==> src/rtl/display_scheduler_pkg.sv <==
// Shared constants, FSM state type and the round-robin helper for the
// display scheduler.
package display_scheduler_pkg;

  localparam int unsigned BIN_W      = 32;
  localparam int unsigned BCD_DIGITS = 10;
  localparam int unsigned BCD_W      = 4 * BCD_DIGITS;
  localparam int unsigned IDX_W      = 3;
  localparam logic [3:0]  MODE_DASH  = 4'ha;

  typedef enum logic [1:0] {
    IDLE,
    CONV,
    SHOW
  } state_t;

  // First asserted request searching upward from last+1, wrapping at n.
  // Only meaningful when at least one of the low n request bits is set.
  function automatic logic [IDX_W-1:0] rr_next(input logic [7:0]       req,
                                               input logic [IDX_W-1:0] last,
                                               input int unsigned      n);
    logic [IDX_W-1:0] win;
    logic [IDX_W-1:0] idx;
    logic             found;
    win   = last;
    found = 1'b0;
    for (int unsigned k = 1; k <= n; k++) begin
      idx = IDX_W'((32'(last) + k) % n);
      if (!found && req[idx]) begin
        win   = idx;
        found = 1'b1;
      end
    end
    return win;
  endfunction

endpackage

==> src/rtl/display_scheduler_if.sv <==
// Requester-side handshake bundle: level requests with value/mode payload,
// one-cycle ack pulses back from the scheduler.
interface display_scheduler_if
  import display_scheduler_pkg::*;
#(
  parameter int unsigned N_REQ = 3
);

  logic [N_REQ-1:0]       req;
  logic [BIN_W*N_REQ-1:0] req_value;
  logic [4*N_REQ-1:0]     req_mode;
  logic [N_REQ-1:0]       ack;

  modport master (
    output req,
    output req_value,
    output req_mode,
    input  ack
  );

  modport slave (
    input  req,
    input  req_value,
    input  req_mode,
    output ack
  );

endinterface

==> src/rtl/display_scheduler_bin_to_bcd_step.sv <==
// One combinational double-dabble iteration: add 3 to every BCD digit >= 5,
// then shift {bcd, bin} left by one bit.
module display_scheduler_bin_to_bcd_step
  import display_scheduler_pkg::*;
(
  input  logic [BCD_W-1:0] bcd_i,
  input  logic [BIN_W-1:0] bin_i,
  output logic [BCD_W-1:0] bcd_o,
  output logic [BIN_W-1:0] bin_o
);

  logic [BCD_W-1:0]       adj;
  logic [BCD_W+BIN_W-1:0] shifted;

  always_comb begin
    adj = bcd_i;
    for (int unsigned d = 0; d < BCD_DIGITS; d++) begin
      if (bcd_i[4*d +: 4] >= 4'd5) begin
        adj[4*d +: 4] = bcd_i[4*d +: 4] + 4'd3;
      end
    end
    shifted = {adj, bin_i} << 1;
  end

  assign bcd_o = shifted[BCD_W+BIN_W-1:BIN_W];
  assign bin_o = shifted[BIN_W-1:0];

endmodule

==> src/rtl/display_scheduler.sv <==
// Round-robin display sharer: grants one requester, converts its value to
// BCD over 32 cycles, then holds the committed result for HOLD_CYCLES.
module display_scheduler
  import display_scheduler_pkg::*;
#(
  parameter int unsigned N_REQ       = 3,
  parameter int unsigned HOLD_CYCLES = 2097152
) (
  input  logic               clk,
  input  logic               rst_n,
  input  logic               clear_i,
  display_scheduler_if.slave req_if,
  output logic [BCD_W-1:0]   bcd_o,
  output logic [3:0]         mode_o,
  output logic               en_o,
  output logic               busy_o
);

  state_t           state_q, state_d;
  logic [4:0]       iter_q, iter_d;
  logic [31:0]      hold_q, hold_d;
  logic [IDX_W-1:0] ptr_q, ptr_d;
  logic [BIN_W-1:0] bin_q, bin_d;
  logic [BCD_W-1:0] acc_q, acc_d;
  logic [3:0]       wmode_q, wmode_d;
  logic [BCD_W-1:0] bcd_q, bcd_d;
  logic [3:0]       mode_q, mode_d;
  logic             en_q, en_d;
  logic             busy_q, busy_d;
  logic [N_REQ-1:0] ack_q, ack_d;

  logic [BCD_W-1:0] step_bcd;
  logic [BIN_W-1:0] step_bin;
  logic [IDX_W-1:0] win;

  display_scheduler_bin_to_bcd_step u_step (
    .bcd_i (acc_q),
    .bin_i (bin_q),
    .bcd_o (step_bcd),
    .bin_o (step_bin)
  );

  assign win = rr_next(8'(req_if.req), ptr_q, N_REQ);

  always_comb begin
    state_d = state_q;
    iter_d  = iter_q;
    hold_d  = hold_q;
    ptr_d   = ptr_q;
    bin_d   = bin_q;
    acc_d   = acc_q;
    wmode_d = wmode_q;
    bcd_d   = bcd_q;
    mode_d  = mode_q;
    en_d    = en_q;
    busy_d  = busy_q;
    ack_d   = '0;

    unique case (state_q)
      IDLE: begin
        if (|req_if.req) begin
          ptr_d   = win;
          bin_d   = req_if.req_value[BIN_W*win +: BIN_W];
          wmode_d = req_if.req_mode[4*win +: 4];
          acc_d   = '0;
          iter_d  = '0;
          for (int unsigned i = 0; i < N_REQ; i++) begin
            ack_d[i] = (win == IDX_W'(i));
          end
          busy_d  = 1'b1;
          state_d = CONV;
        end
      end
      CONV: begin
        acc_d  = step_bcd;
        bin_d  = step_bin;
        iter_d = iter_q + 5'd1;
        // The last iteration's result goes straight to the outputs so the
        // display never sees the accumulator mid-conversion.
        if (iter_q == 5'd31) begin
          bcd_d   = step_bcd;
          mode_d  = wmode_q;
          en_d    = 1'b1;
          hold_d  = 32'(HOLD_CYCLES - 1);
          state_d = SHOW;
        end
      end
      SHOW: begin
        if (hold_q == '0) begin
          busy_d  = 1'b0;
          state_d = IDLE;
        end else begin
          hold_d = hold_q - 32'd1;
        end
      end
      default: state_d = IDLE;
    endcase

    // Clear overrides any grant taken above, including the pointer update.
    if (clear_i) begin
      state_d = IDLE;
      ptr_d   = ptr_q;
      ack_d   = '0;
      busy_d  = 1'b0;
      bcd_d   = '0;
      mode_d  = MODE_DASH;
      en_d    = 1'b0;
    end
  end

  always_ff @(posedge clk or negedge rst_n) begin
    if (!rst_n) begin
      state_q <= IDLE;
      iter_q  <= '0;
      hold_q  <= '0;
      ptr_q   <= IDX_W'(N_REQ - 1);
      bin_q   <= '0;
      acc_q   <= '0;
      wmode_q <= MODE_DASH;
      bcd_q   <= '0;
      mode_q  <= MODE_DASH;
      en_q    <= 1'b0;
      busy_q  <= 1'b0;
      ack_q   <= '0;
    end else begin
      state_q <= state_d;
      iter_q  <= iter_d;
      hold_q  <= hold_d;
      ptr_q   <= ptr_d;
      bin_q   <= bin_d;
      acc_q   <= acc_d;
      wmode_q <= wmode_d;
      bcd_q   <= bcd_d;
      mode_q  <= mode_d;
      en_q    <= en_d;
      busy_q  <= busy_d;
      ack_q   <= ack_d;
    end
  end

  assign req_if.ack = ack_q;
  assign bcd_o      = bcd_q;
  assign mode_o     = mode_q;
  assign en_o       = en_q;
  assign busy_o     = busy_q;

endmodule
==> src/flat_wrapper.sv <==
// flat-port wrapper written by rule: the top's interface ports become plain ports
module display_scheduler_flat import display_scheduler_pkg::*;
#(
  parameter int unsigned N_REQ       = 3,
  parameter int unsigned HOLD_CYCLES = 2097152
)
  (clk, rst_n, clear_i, bcd_o, mode_o, en_o, busy_o, req_if_req, req_if_req_value, req_if_req_mode, req_if_ack);
  display_scheduler_if #(.N_REQ(N_REQ)) req_if_i ();
  input  logic clk;
  input  logic rst_n;
  input  logic clear_i;
  output logic [BCD_W-1:0] bcd_o;
  output logic [3:0] mode_o;
  output logic en_o;
  output logic busy_o;
  input wire logic [$bits(req_if_i.req)-1:0] req_if_req;
  input wire logic [$bits(req_if_i.req_value)-1:0] req_if_req_value;
  input wire logic [$bits(req_if_i.req_mode)-1:0] req_if_req_mode;
  output wire logic [$bits(req_if_i.ack)-1:0] req_if_ack;
  assign req_if_i.req = req_if_req;
  assign req_if_i.req_value = req_if_req_value;
  assign req_if_i.req_mode = req_if_req_mode;
  assign req_if_ack = req_if_i.ack;
  display_scheduler #(.N_REQ(N_REQ), .HOLD_CYCLES(HOLD_CYCLES)) u_core (.clk(clk), .rst_n(rst_n), .clear_i(clear_i), .req_if(req_if_i), .bcd_o(bcd_o), .mode_o(mode_o), .en_o(en_o), .busy_o(busy_o));
endmodule
==> config.mk <==
export PLATFORM = sky130hd
export DESIGN_NAME = display_scheduler_flat
export DESIGN_NICKNAME = d
export VERILOG_FILES = /design/src/rtl/display_scheduler_pkg.sv /design/src/rtl/display_scheduler_if.sv /design/src/rtl/display_scheduler_bin_to_bcd_step.sv /design/src/rtl/display_scheduler.sv /design/src/flat_wrapper.sv
export SDC_FILE = /design/constraint.sdc
export NUM_CORES = 1
export LEC_CHECK = 0
export CAP_MARGIN = 20
export CORE_MARGIN = 1.5
export CORE_UTILIZATION = 50
export CTS_CLUSTER_DIAMETER = 40
export DETAILED_ROUTE_END_ITERATION = 8
export GPL_TIMING_DRIVEN = 0
export PLACE_DENSITY = 0.78
export SYNTH_ARGS = -nofsm -noshare
export SYNTH_HDL_FRONTEND = slang
export SYNTH_HIERARCHICAL = 1
export SYNTH_SLANG_ARGS = --single-unit
==> constraint.sdc <==
create_clock -name clk -period 6 [get_ports clk]
set_clock_uncertainty 0.1 [all_clocks]
set_input_delay 1.5 -clock clk [delete_from_list [all_inputs] [get_ports clk]]
set_output_delay 1.5 -clock clk [all_outputs]
set_load 0.005 [all_outputs]
-- Word-level counts from Yosys, hierarchy flattened
Cells that the tools add are included.
- logic and storage cells: 128
- register bits: 167
- output and inout bits: 49
- bits of input ports: 114
- add/sub/neg operators: 15
- div/mod/pow operators: 3
- bitwise operators: 1
- $lt $le $gt $ge: 13
- equality and inequality tests: 11
- reductions and logical operators: 20
- multiplexer cells: 51
- shift-type cells: 2
- operator list (operator ; number):
    40-bit 2-to-1 mux ; 4
    32-bit case mux with 2 select lines ; 2
    32-bit by 2-bit remainder unit with 32-bit output, second input constant ; 3
    32-bit 2-to-1 mux ; 3
    96-bit by 9-bit variable part select with 32-bit output ; 1
    40-bit case mux with 2 select lines ; 1
    4-bit 2-to-1 mux ; 12
    4-bit by 3-bit greater-or-equal comparator with 1-bit output, second input constant ; 10
    4-bit by 2-bit adder with 4-bit output, second input constant ; 9
    32-bit logical NOT ; 1
    32-bit by 1-bit subtractor with 32-bit output, second input constant ; 1
    3-bit 2-to-1 mux ; 7
    3-bit by 4-bit less-than comparator with 1-bit output, second input constant ; 3
    3-bit AND reduction ; 4
    12-bit by 6-bit variable part select with 4-bit output ; 1
    1-bit 2-to-1 mux ; 11
    5-bit case mux with 2 select lines ; 1
    1-bit binary-select mux with 3-bit select ; 3
    3-bit by 2-bit != test with 1-bit output, second input constant ; 3
    3-bit by 2-bit adder with 4-bit output, second input constant ; 2
    2-bit 2-to-1 mux ; 4
    2-bit nonzero test ; 4
    2-bit case mux with 3 select lines ; 1
    2-bit AND reduction ; 3
    19 further kinds ; 22

-- Logic depth before layout (Yosys ltp)
Gate-level depths: netlist (run 1).
- depth after elaboration: 15
- gate-level depth with buffers: 23

-- Modules after synthesis
The synthesis (run 1) kept the hierarchy.
- by module, submodules not included (module ; times used ; sequential area each (µm²) ; area each (µm²) ; cells each):
    display_scheduler ; 1 ; 4185.3 ; 8770.9 ; 822
    display_scheduler_bin_to_bcd_step ; 1 ; 0.0 ; 1244.9 ; 190

-- Worst setup path before layout (run 1)
Ideal clock, no wire load.
- path type: reg2reg
- start point: register u_core.ptr_q[0]
- end point: register u_core.bin_q[10]
- arrival: 4.840 ns
- path slack: 0.974 ns
- data required time: 5.814 ns
- stages on the path, launching flop included: 23
- buffers on the path: 4
- cells stage by stage: dfrtp_1 -> buf_2 -> inv_1 -> clkbuf_1 -> ha_1 -> xor2_1 -> nor2_1 -> ha_1 -> ha_1 -> a21oi_2 -> a21o_1 -> nand2_1 -> ha_1 -> nor3b_1 -> a22oi_1 -> a2111oi_1 -> o21ai_0 -> a31o_2 -> and4b_1 -> or4_1 -> buf_2 -> buf_6 -> o221ai_2
- longest elaborated chain between the ends: 14
- RTL lines (item ; RTL line ; source):
    start, declared ; display_scheduler.sv:22 ; logic [IDX_W-1:0] ptr_q, ptr_d;
    start signal, assigned ; display_scheduler.sv:116 ; ptr_q <= IDX_W'(N_REQ - 1);
    start signal, assigned ; display_scheduler.sv:129 ; ptr_q <= ptr_d;
    3-bit by 1-bit adder with 4-bit output ; display_scheduler_pkg.sv:28 ; idx = IDX_W'((32'(last) + k) % n);
    32-bit by 2-bit remainder unit with 32-bit output ; display_scheduler_pkg.sv:28 ;
    1-bit binary-select mux with 3-bit select ; display_scheduler_pkg.sv:29 ; if (!found && req[idx]) begin
    1-bit 2-to-1 mux (implied by the code) ; display_scheduler_pkg.sv:29 ;
    1-bit 2-to-1 mux ; display_scheduler_pkg.sv:29 ;
    1-bit logical NOT ; display_scheduler_pkg.sv:29 ;
    1-bit logical AND ; display_scheduler_pkg.sv:29 ;
    1-bit 2-to-1 mux ; display_scheduler_pkg.sv:29 ;
    1-bit logical NOT ; display_scheduler_pkg.sv:29 ;
    1-bit logical AND ; display_scheduler_pkg.sv:29 ;
    3-bit 2-to-1 mux (*) ; display_scheduler_pkg.sv:29 ;
    96-bit by 9-bit variable part select with 32-bit output (*) ; display_scheduler.sv:63 ; bin_d = req_if.req_value[BIN_W*win +: BIN_W];
    32-bit 2-to-1 mux (*) ; display_scheduler.sv:61 ; if (|req_if.req) begin
    32-bit case mux with 2 select lines (*) ; display_scheduler.sv:59 ; unique case (state_q)
    end signal, assigned ; display_scheduler.sv:130 ; bin_q <= bin_d;
    end, declared ; display_scheduler.sv:23 ; logic [BIN_W-1:0] bin_q, bin_d;
Mark *: on every way between the ends. The rest lies on a longest branch, timed or not. The select of a mux whose other input is x is not followed.
A chain may end at the register's enable or synchronous reset.

-- Final worst setup path (run 1)
- start point: register u_core.ptr_q[0]
- end point: register u_core.bin_q[26]
The elaborated chain is that of the path after synthesis.

==> results of run 1 <==
-- through the flow --
stage | hold WS, ps | power (mW) | setup WS, ps
4_1_cts | 400 | 5.87 | 94.1
3_3_place_gp | 379 | 4.66 | -3530
2_1_floorplan | 350 | 4.04 | 974
3_5_place_dp | 381 | 4.74 | 117
5_1_grt | 425 | 6.27 | 41.9
6_report | 396 | 5.88 | 469
-- power by group through the flow --
stage	logic, mW	clock network, mW	registers, mW
3_3_place_gp	3.21	0	1.46
5_1_grt	3.64	1.17	1.46
6_report	3.34	1.10	1.44
4_1_cts	3.30	1.13	1.44
2_1_floorplan	2.61	0	1.43
3_5_place_dp	3.28	0	1.46
-- how the worst max path moves through the flow --
stage                    startpoint                to  slack [ps]  cells past startpoint
floorplan           u_core/ptr_q[0]  u_core/bin_q[10]         970                     22
global placement              rst_n  u_core/bin_q[19]       -3530                      1
detailed placement  u_core/ptr_q[0]  u_core/bin_q[10]         120                     22
CTS                 u_core/ptr_q[0]  u_core/bin_q[25]          90                     22
global route        u_core/ptr_q[0]   u_core/bin_q[1]          40                     22
finish              u_core/ptr_q[0]  u_core/bin_q[26]         470                     22
-- tightest hold or removal path: stages (launching register included) --
cell and delay (ps):
dfrtp_1 340, a21oi_1 70, o221ai_2 50
-- flip-flops by register name (all words and copies together), names as in the netlist --
| name | flops |
|---|---|
| u_core/ptr_q | 3 |
| u_core/busy_o | 1 |
| u_core/mode_o | 4 |
| u_core/wmode_q | 4 |
| u_core/en_o | 1 |
| u_core/req_if.ack | 3 |
| u_core/iter_q | 5 |
| u_core/hold_q | 32 |
| u_core/acc_q | 40 |
| u_core/bcd_o | 40 |
| u_core/bin_q | 32 |
| u_core/state_q | 2 |
-- per-layer routing --
metal	vias to the layer above	part of all wire [%]	GRT usage, %
met1	4067	45	30.0
met2	189	50	38.9
li1	3951	-	-
met5	-	0	0
met3	26	3.7	3.54
met4	0	1.5	7.07
-- placed cells by master, fill, tap and decap left out, drive strengths merged, types with 4 or more instances in the layout --
cell           netlist  routed
a22oi                4       4
clkbuf              35      55
dfstp                5       5
nor3                14      14
mux2i               52      52
nor4                 5       5
nand2b              27      27
a31oi                7       7
clkinvlp             0       6
clkdlybuf4s50        0     160
or4                  9       9
inv                 75      76
o21ai               41      41
clkinv               0       4
buf                 47      48
nand3                5       5
and2                 6       6
a22o                85      85
mux2                 5       5
xnor2               22      22
xor2                10      10
or3                 13      13
nor2                55      55
o221ai              36      36
dfrtp              162     162
a211o                7       7
and3                33      33
nor3b                4       4
a21oi               66      66
ha                  47      47
nand2               92      92
-- kinds of logic after synthesis --
family / synth area share, %
xor+xnor: 2.87
mux: 5.76
buf+inv: 7.61
fa+ha+maj: 5.87
simple gates: 14.0
compound gates: 22.1
other cells: 0.0374
flops: 41.8
-- cell type report --
type	count	area (sq um)	area share, %
timing repair buffer	162	1640	13.0
clock buffer	19	453	3.59
sequential	167	4190	33.2
multi-input combinational	688	5090	40.3
buffer	82	484	3.84
tap	265	332	2.63
clock inverter	13	149	1.18
inverter	75	282	2.23
-- timing repair --
item	CTS	global route
hold endpoints to repair	0	0
resized for setup	0	7
endpoints found under the setup margin	0	40
==> impl_metrics.env, run 1 <==
export IMPL_fin_tns_setup_ps=0
export IMPL_min_to="u_core/bin_q[17]"
export IMPL_clk_path_buf_depth=2
export IMPL_fin_area_sq_mm=0.0126
export IMPL_gp_congestion=0.883
export IMPL_cp_start_kind="flop"
export IMPL_powerDensity_mw_per_mm2=466
export IMPL_ant_nets=0
export IMPL_end_kind="flop"
export IMPL_ys_seq_area_share_pct=41.8
export IMPL_path_clk_slew_ps=70
export IMPL_synth_edf_count=0
export IMPL_cts_made_buffers=17
export IMPL_yosys_warnings=6
export IMPL_die_h_microns=145
export IMPL_dp_hpwl_microns=16800
export IMPL_yosysMostFrequentCell="dfrtp_1"
export IMPL_yosysTopAreaCellShare_pct=40.5
export IMPL_cpPeakStageDelay_ps=550
export IMPL_antenna_found_initial=0
export IMPL_power_switching_mw=2.40
export IMPL_fin_nets=1354
export IMPL_synth_ff_type="dfrtp_1"
export IMPL_hold_viol=0
export IMPL_netlist_area_sq_mm=0.0100
export IMPL_seqPwrFrac_pct=24.5
export IMPL_synth_seq_cells=167
export IMPL_slew_violations=0
export IMPL_crit_fanout=11
export IMPL_crit_required_ps=6240
export IMPL_avgSynthCellArea_sq_um=9.90
export IMPL_synth_area_leaders="dfrtp_1, a22o_1, ha_1"
export IMPL_die_area_sq_mm=0.0209
export IMPL_syn_nets=1173
export IMPL_worst_ep_arrival_time_ps=5770
export IMPL_drt_total_wl_microns=23000
export IMPL_core_sq_mm=0.0195
export IMPL_rr_worst_depth=22
export IMPL_cts_tree="done"
export IMPL_grt_pass1_vias=7862
export IMPL_row_count=51
export IMPL_drt_initial_drc_count=426
export IMPL_ir_worst_vdd_mv=0.351
export IMPL_max_slew_margin_rel_pct=43.9
export IMPL_comb_power_share_pct=56.7
export IMPL_power_switching_share_pct=40.7
export IMPL_fin_util_pct=64.6
export IMPL_grt_max_degree=87
export IMPL_pin_count=163
export IMPL_io_buffers=161
export IMPL_ys_types=69
export IMPL_hold_path_class="flop to flop"
export IMPL_drc=0
export IMPL_leakagePower_nw=5.59
export IMPL_htree_levels=4
export IMPL_r2r_end="u_core/bin_q[26]"
export IMPL_path_cells="clkbuf_4 > inv_1 > clkbuf_2 > ha_1 > xor2_1 > nor2_1 > ha_1 > ha_1 > a21oi_2 > a21o_1 > nand2_1 > ha_1 > nor3b_1 > a22oi_1 > a2111oi_2 > o21ai_0 > a31o_2 > and4b_1 > or4_1 > buf_2 > buf_6 > o221ai_2"
export IMPL_grt_pass1_wl_microns=38000
export IMPL_start_util_pct=51.3
export IMPL_crit_path_frequent_cell="ha_1"
export IMPL_path_class="flop to flop"
export IMPL_clockPowerShare_pct=18.7
export IMPL_wire_per_inst_microns=15.7
export IMPL_drive_gt1_share_pct=12.3
export IMPL_p_int_mw=3.49
export IMPL_cp_num_buf_inv=5
export IMPL_yosys_area_top_type="dfrtp_1"
export IMPL_dr_pass1_iters=5
export IMPL_fin_crit_sh_pct=92.2
export IMPL_cts_root_buf="clkbuf_16"
export IMPL_fin_cells=1471
export IMPL_dpl_cell_count=1439
export IMPL_postSynthCellCount=1012
export IMPL_max_freq_ghz=0.181
export IMPL_die_w_microns=145
export IMPL_cts_hold_buf=0
export IMPL_cts_sinks=167
export IMPL_rrSetupSlack_ps=470
export IMPL_maxCapViolations=0
export IMPL_grt_total_usage_pct=22.9
export IMPL_worst_slew_pin_slew_ps=838
export IMPL_worstHoldPathCells=2
export IMPL_place_area_sq_mm=0.0120
export IMPL_finalSetupViolCount=0
export IMPL_grt_overflow_total=0
export IMPL_area_delta_synth_final_pct=26.0
export IMPL_clk_latency_ps=430
export IMPL_r2r_start="u_core/ptr_q[0]"
export IMPL_grt_setup_unrepaired="false"
export IMPL_slowest_stage="or4_1"
export IMPL_fillers=1598
export IMPL_run_status="complete, no violations"
export IMPL_synth_top_cells_by_count="dfrtp_1, nand2_1, a22o_1"
export IMPL_fin_crit_ps=5530
export IMPL_avgViaCountPerCell=5.60
export IMPL_antennaDiodeCount=0
export IMPL_hp_start="u_core/bin_q[17]"
export IMPL_async_flop_share_pct=100
export IMPL_num_vias=8233
export IMPL_crit_family="compound AO/OA/AOI/OAI gates"
export IMPL_post_cts_setup_buffer_count=0
(Power assumes the default switching activity.)
==> inputs of run 2 (changes only) <==
- CTS_CLUSTER_DIAMETER: 40 -> unset
- CTS_CLUSTER_SIZE: unset -> 20
==> results of run 2 <==
Final layout, timing and power as in run 1 (identical DEF).
==> inputs of run 3 (changes only) <==
- DONT_BUFFER_PORTS: unset -> 1
- PLACE_DENSITY: 0.78 -> 0.68
==> impl_metrics.env, run 3 (synthesis results as in run 1) <==
export IMPL_drt_initial_drc_count=413
export IMPL_die_h_microns=145
export IMPL_grt_pass1_vias=7142
export IMPL_drt_total_wl_microns=22000
export IMPL_regArea_sq_mm=0.00419
export IMPL_drc=0
export IMPL_worst_ep_arrival_time_ps=5640
export IMPL_path_clk_slew_ps=60
export IMPL_avgViaCountPerCell=5.62
export IMPL_cts_tree="done"
export IMPL_slew_violations=0
export IMPL_worst_slew_pin_slew_ps=861
export IMPL_area_delta_synth_final_pct=9.56
export IMPL_cts_made_buffers=17
export IMPL_crit_required_ps=6190
export IMPL_hold_viol=0
export IMPL_die_area_sq_mm=0.0209
export IMPL_cts_sinks=167
export IMPL_ir_worst_vdd_mv=0.574
export IMPL_gp_congestion=0.901
export IMPL_antenna_found_initial=0
export IMPL_dr_pass1_iters=5
export IMPL_rrSetupSlack_ps=550
export IMPL_finalSetupViolCount=0
export IMPL_cp_start_kind="flop"
export IMPL_leakagePower_nw=4.99
export IMPL_grt_total_usage_pct=21.6
export IMPL_powerDensity_mw_per_mm2=527
export IMPL_pre_cts_ws_ps=-39.7
export IMPL_antennaDiodeCount=0
export IMPL_num_vias=7362
export IMPL_dp_hpwl_microns=15600
export IMPL_grt_max_degree=168
export IMPL_die_w_microns=145
export IMPL_grt_setup_unrepaired="false"
export IMPL_clk_latency_ps=430
export IMPL_fin_crit_sh_pct=90.9
export IMPL_most_common_layout_cells="dfrtp_1, nand2_1, a22o_1"
export IMPL_core_sq_mm=0.0195
export IMPL_multi_input_area_sq_mm=0.00509
export IMPL_fin_cells=1309
export IMPL_fin_nets=1192
export IMPL_end_kind="flop"
export IMPL_start_util_pct=51.3
export IMPL_pin_count=163
export IMPL_fin_crit_ps=5450
export IMPL_post_route_worst_setup_slack_ps=547
export IMPL_path_class="flop to flop"
export IMPL_cts_hold_buf=0
export IMPL_final_common_cell="dfrtp_1"
export IMPL_run_status="complete, no violations"
export IMPL_drive_gt1_share_pct=14.0
export IMPL_fillers=1722
export IMPL_row_count=51
export IMPL_io_buffers=0
export IMPL_htree_levels=4
export IMPL_clk_path_buf_depth=2
export IMPL_hold_path_class="flop to flop"
export IMPL_grt_pass1_wl_microns=35300
export IMPL_wire_per_inst_microns=16.8
export IMPL_max_slew_margin_rel_pct=42.3
export IMPL_fin_tns_setup_ps=0
export IMPL_max_freq_ghz=0.183
export IMPL_crit_fanout=11
export IMPL_cts_root_buf="clkbuf_16"
export IMPL_maxCapViolations=0
export IMPL_dpl_cell_count=1277
export IMPL_grt_overflow_total=0
export IMPL_ant_nets=0
==> run 3: cell count changes in the layout (fill, tap and decap cells not counted), sizes merged <==
cell           previous run  this run
buf                      48        45
clkinvlp                  6         1
clkinv                    4         5
bufinv                    2         1
inv                      76        82
clkdlybuf4s50           160         0
==> run 3: path summary, 6_finish.rpt <==
| kind | start | end | depth (start not counted) |
|---|---|---|---|
| hold / removal | u_core/hold_q[13] | u_core/hold_q[13] | 1 |
| setup reg to reg | u_core/ptr_q[0] | u_core/wmode_q[2] | 22 |
| setup / recovery | u_core/ptr_q[0] | u_core/wmode_q[2] | 22 |
| min in group asynchronous | rst_n | u_core/bcd_o[34] | 0 |
| hold reg to reg | u_core/hold_q[13] | u_core/hold_q[13] | 1 |
| max in group asynchronous | rst_n | u_core/ptr_q[1] | 0 |
==> run 3: worst max-delay path, stage by stage (launching register included) <==
cell and delay (ps):
dfrtp_2 460, clkbuf_4 210, inv_1 110, clkbuf_4 230
ha_1 250, xor2_2 210, nor2_1 70, ha_1 210
ha_1 220, a21oi_2 220, a21o_1 180, nand2_1 110
ha_1 250, nor3b_1 270, a22oi_1 200, a2111oi_2 360
nor2_1 90, nor3_1 220, a211oi_2 80, o31ai_4 380
clkbuf_4 360, mux2i_1 360, o221ai_1 150
==> run 3: report_power, final <==
part | internal [mW] | switching (mW)
logic | 1.46 | 1.79
clock network | 0.593 | 0.503
registers | 1.33 | 0.112
total | 3.38 | 2.41
==> run 3: routing by layer <==
layer | share of wire, % | GRT usage [%] | up-vias | wire length, microns
li1 | - | - | 3646 | -
met1 | 47 | 28.6 | 3519 | 10300
met2 | 46 | 34.9 | 171 | 10100
met3 | 4.4 | 4.57 | 26 | 972
met4 | 2.4 | 8.13 | 0 | 518
met5 | 0 | 0 | - | 0
==> run 3: final cells by class <==
cell class                 count  area share [%]
multi-input combinational    688            46.4
inverter                      75            2.57
tap                          265            3.02
buffer                        82            4.46
sequential                   167            38.2
clock inverter                14            1.46
clock buffer                  18            3.91
==> run 3: per-stage QoR <==
stage	util [%]	area, sq um	power [mW]	hold slack, ps
2_1_floorplan	-	10000	4.04	350
3_3_place_gp	53.0	10300	4.61	379
3_5_place_dp	53.0	10300	4.66	376
4_1_cts	56.1	10900	5.80	390
5_1_grt	56.2	11000	6.17	421
6_report	56.2	11000	5.78	399
==> run 3: timing repair <==
action                     in CTS  in global routing
setup endpoints to repair       5                 40
buffers inserted                0                  0
resized for setup               2                  8
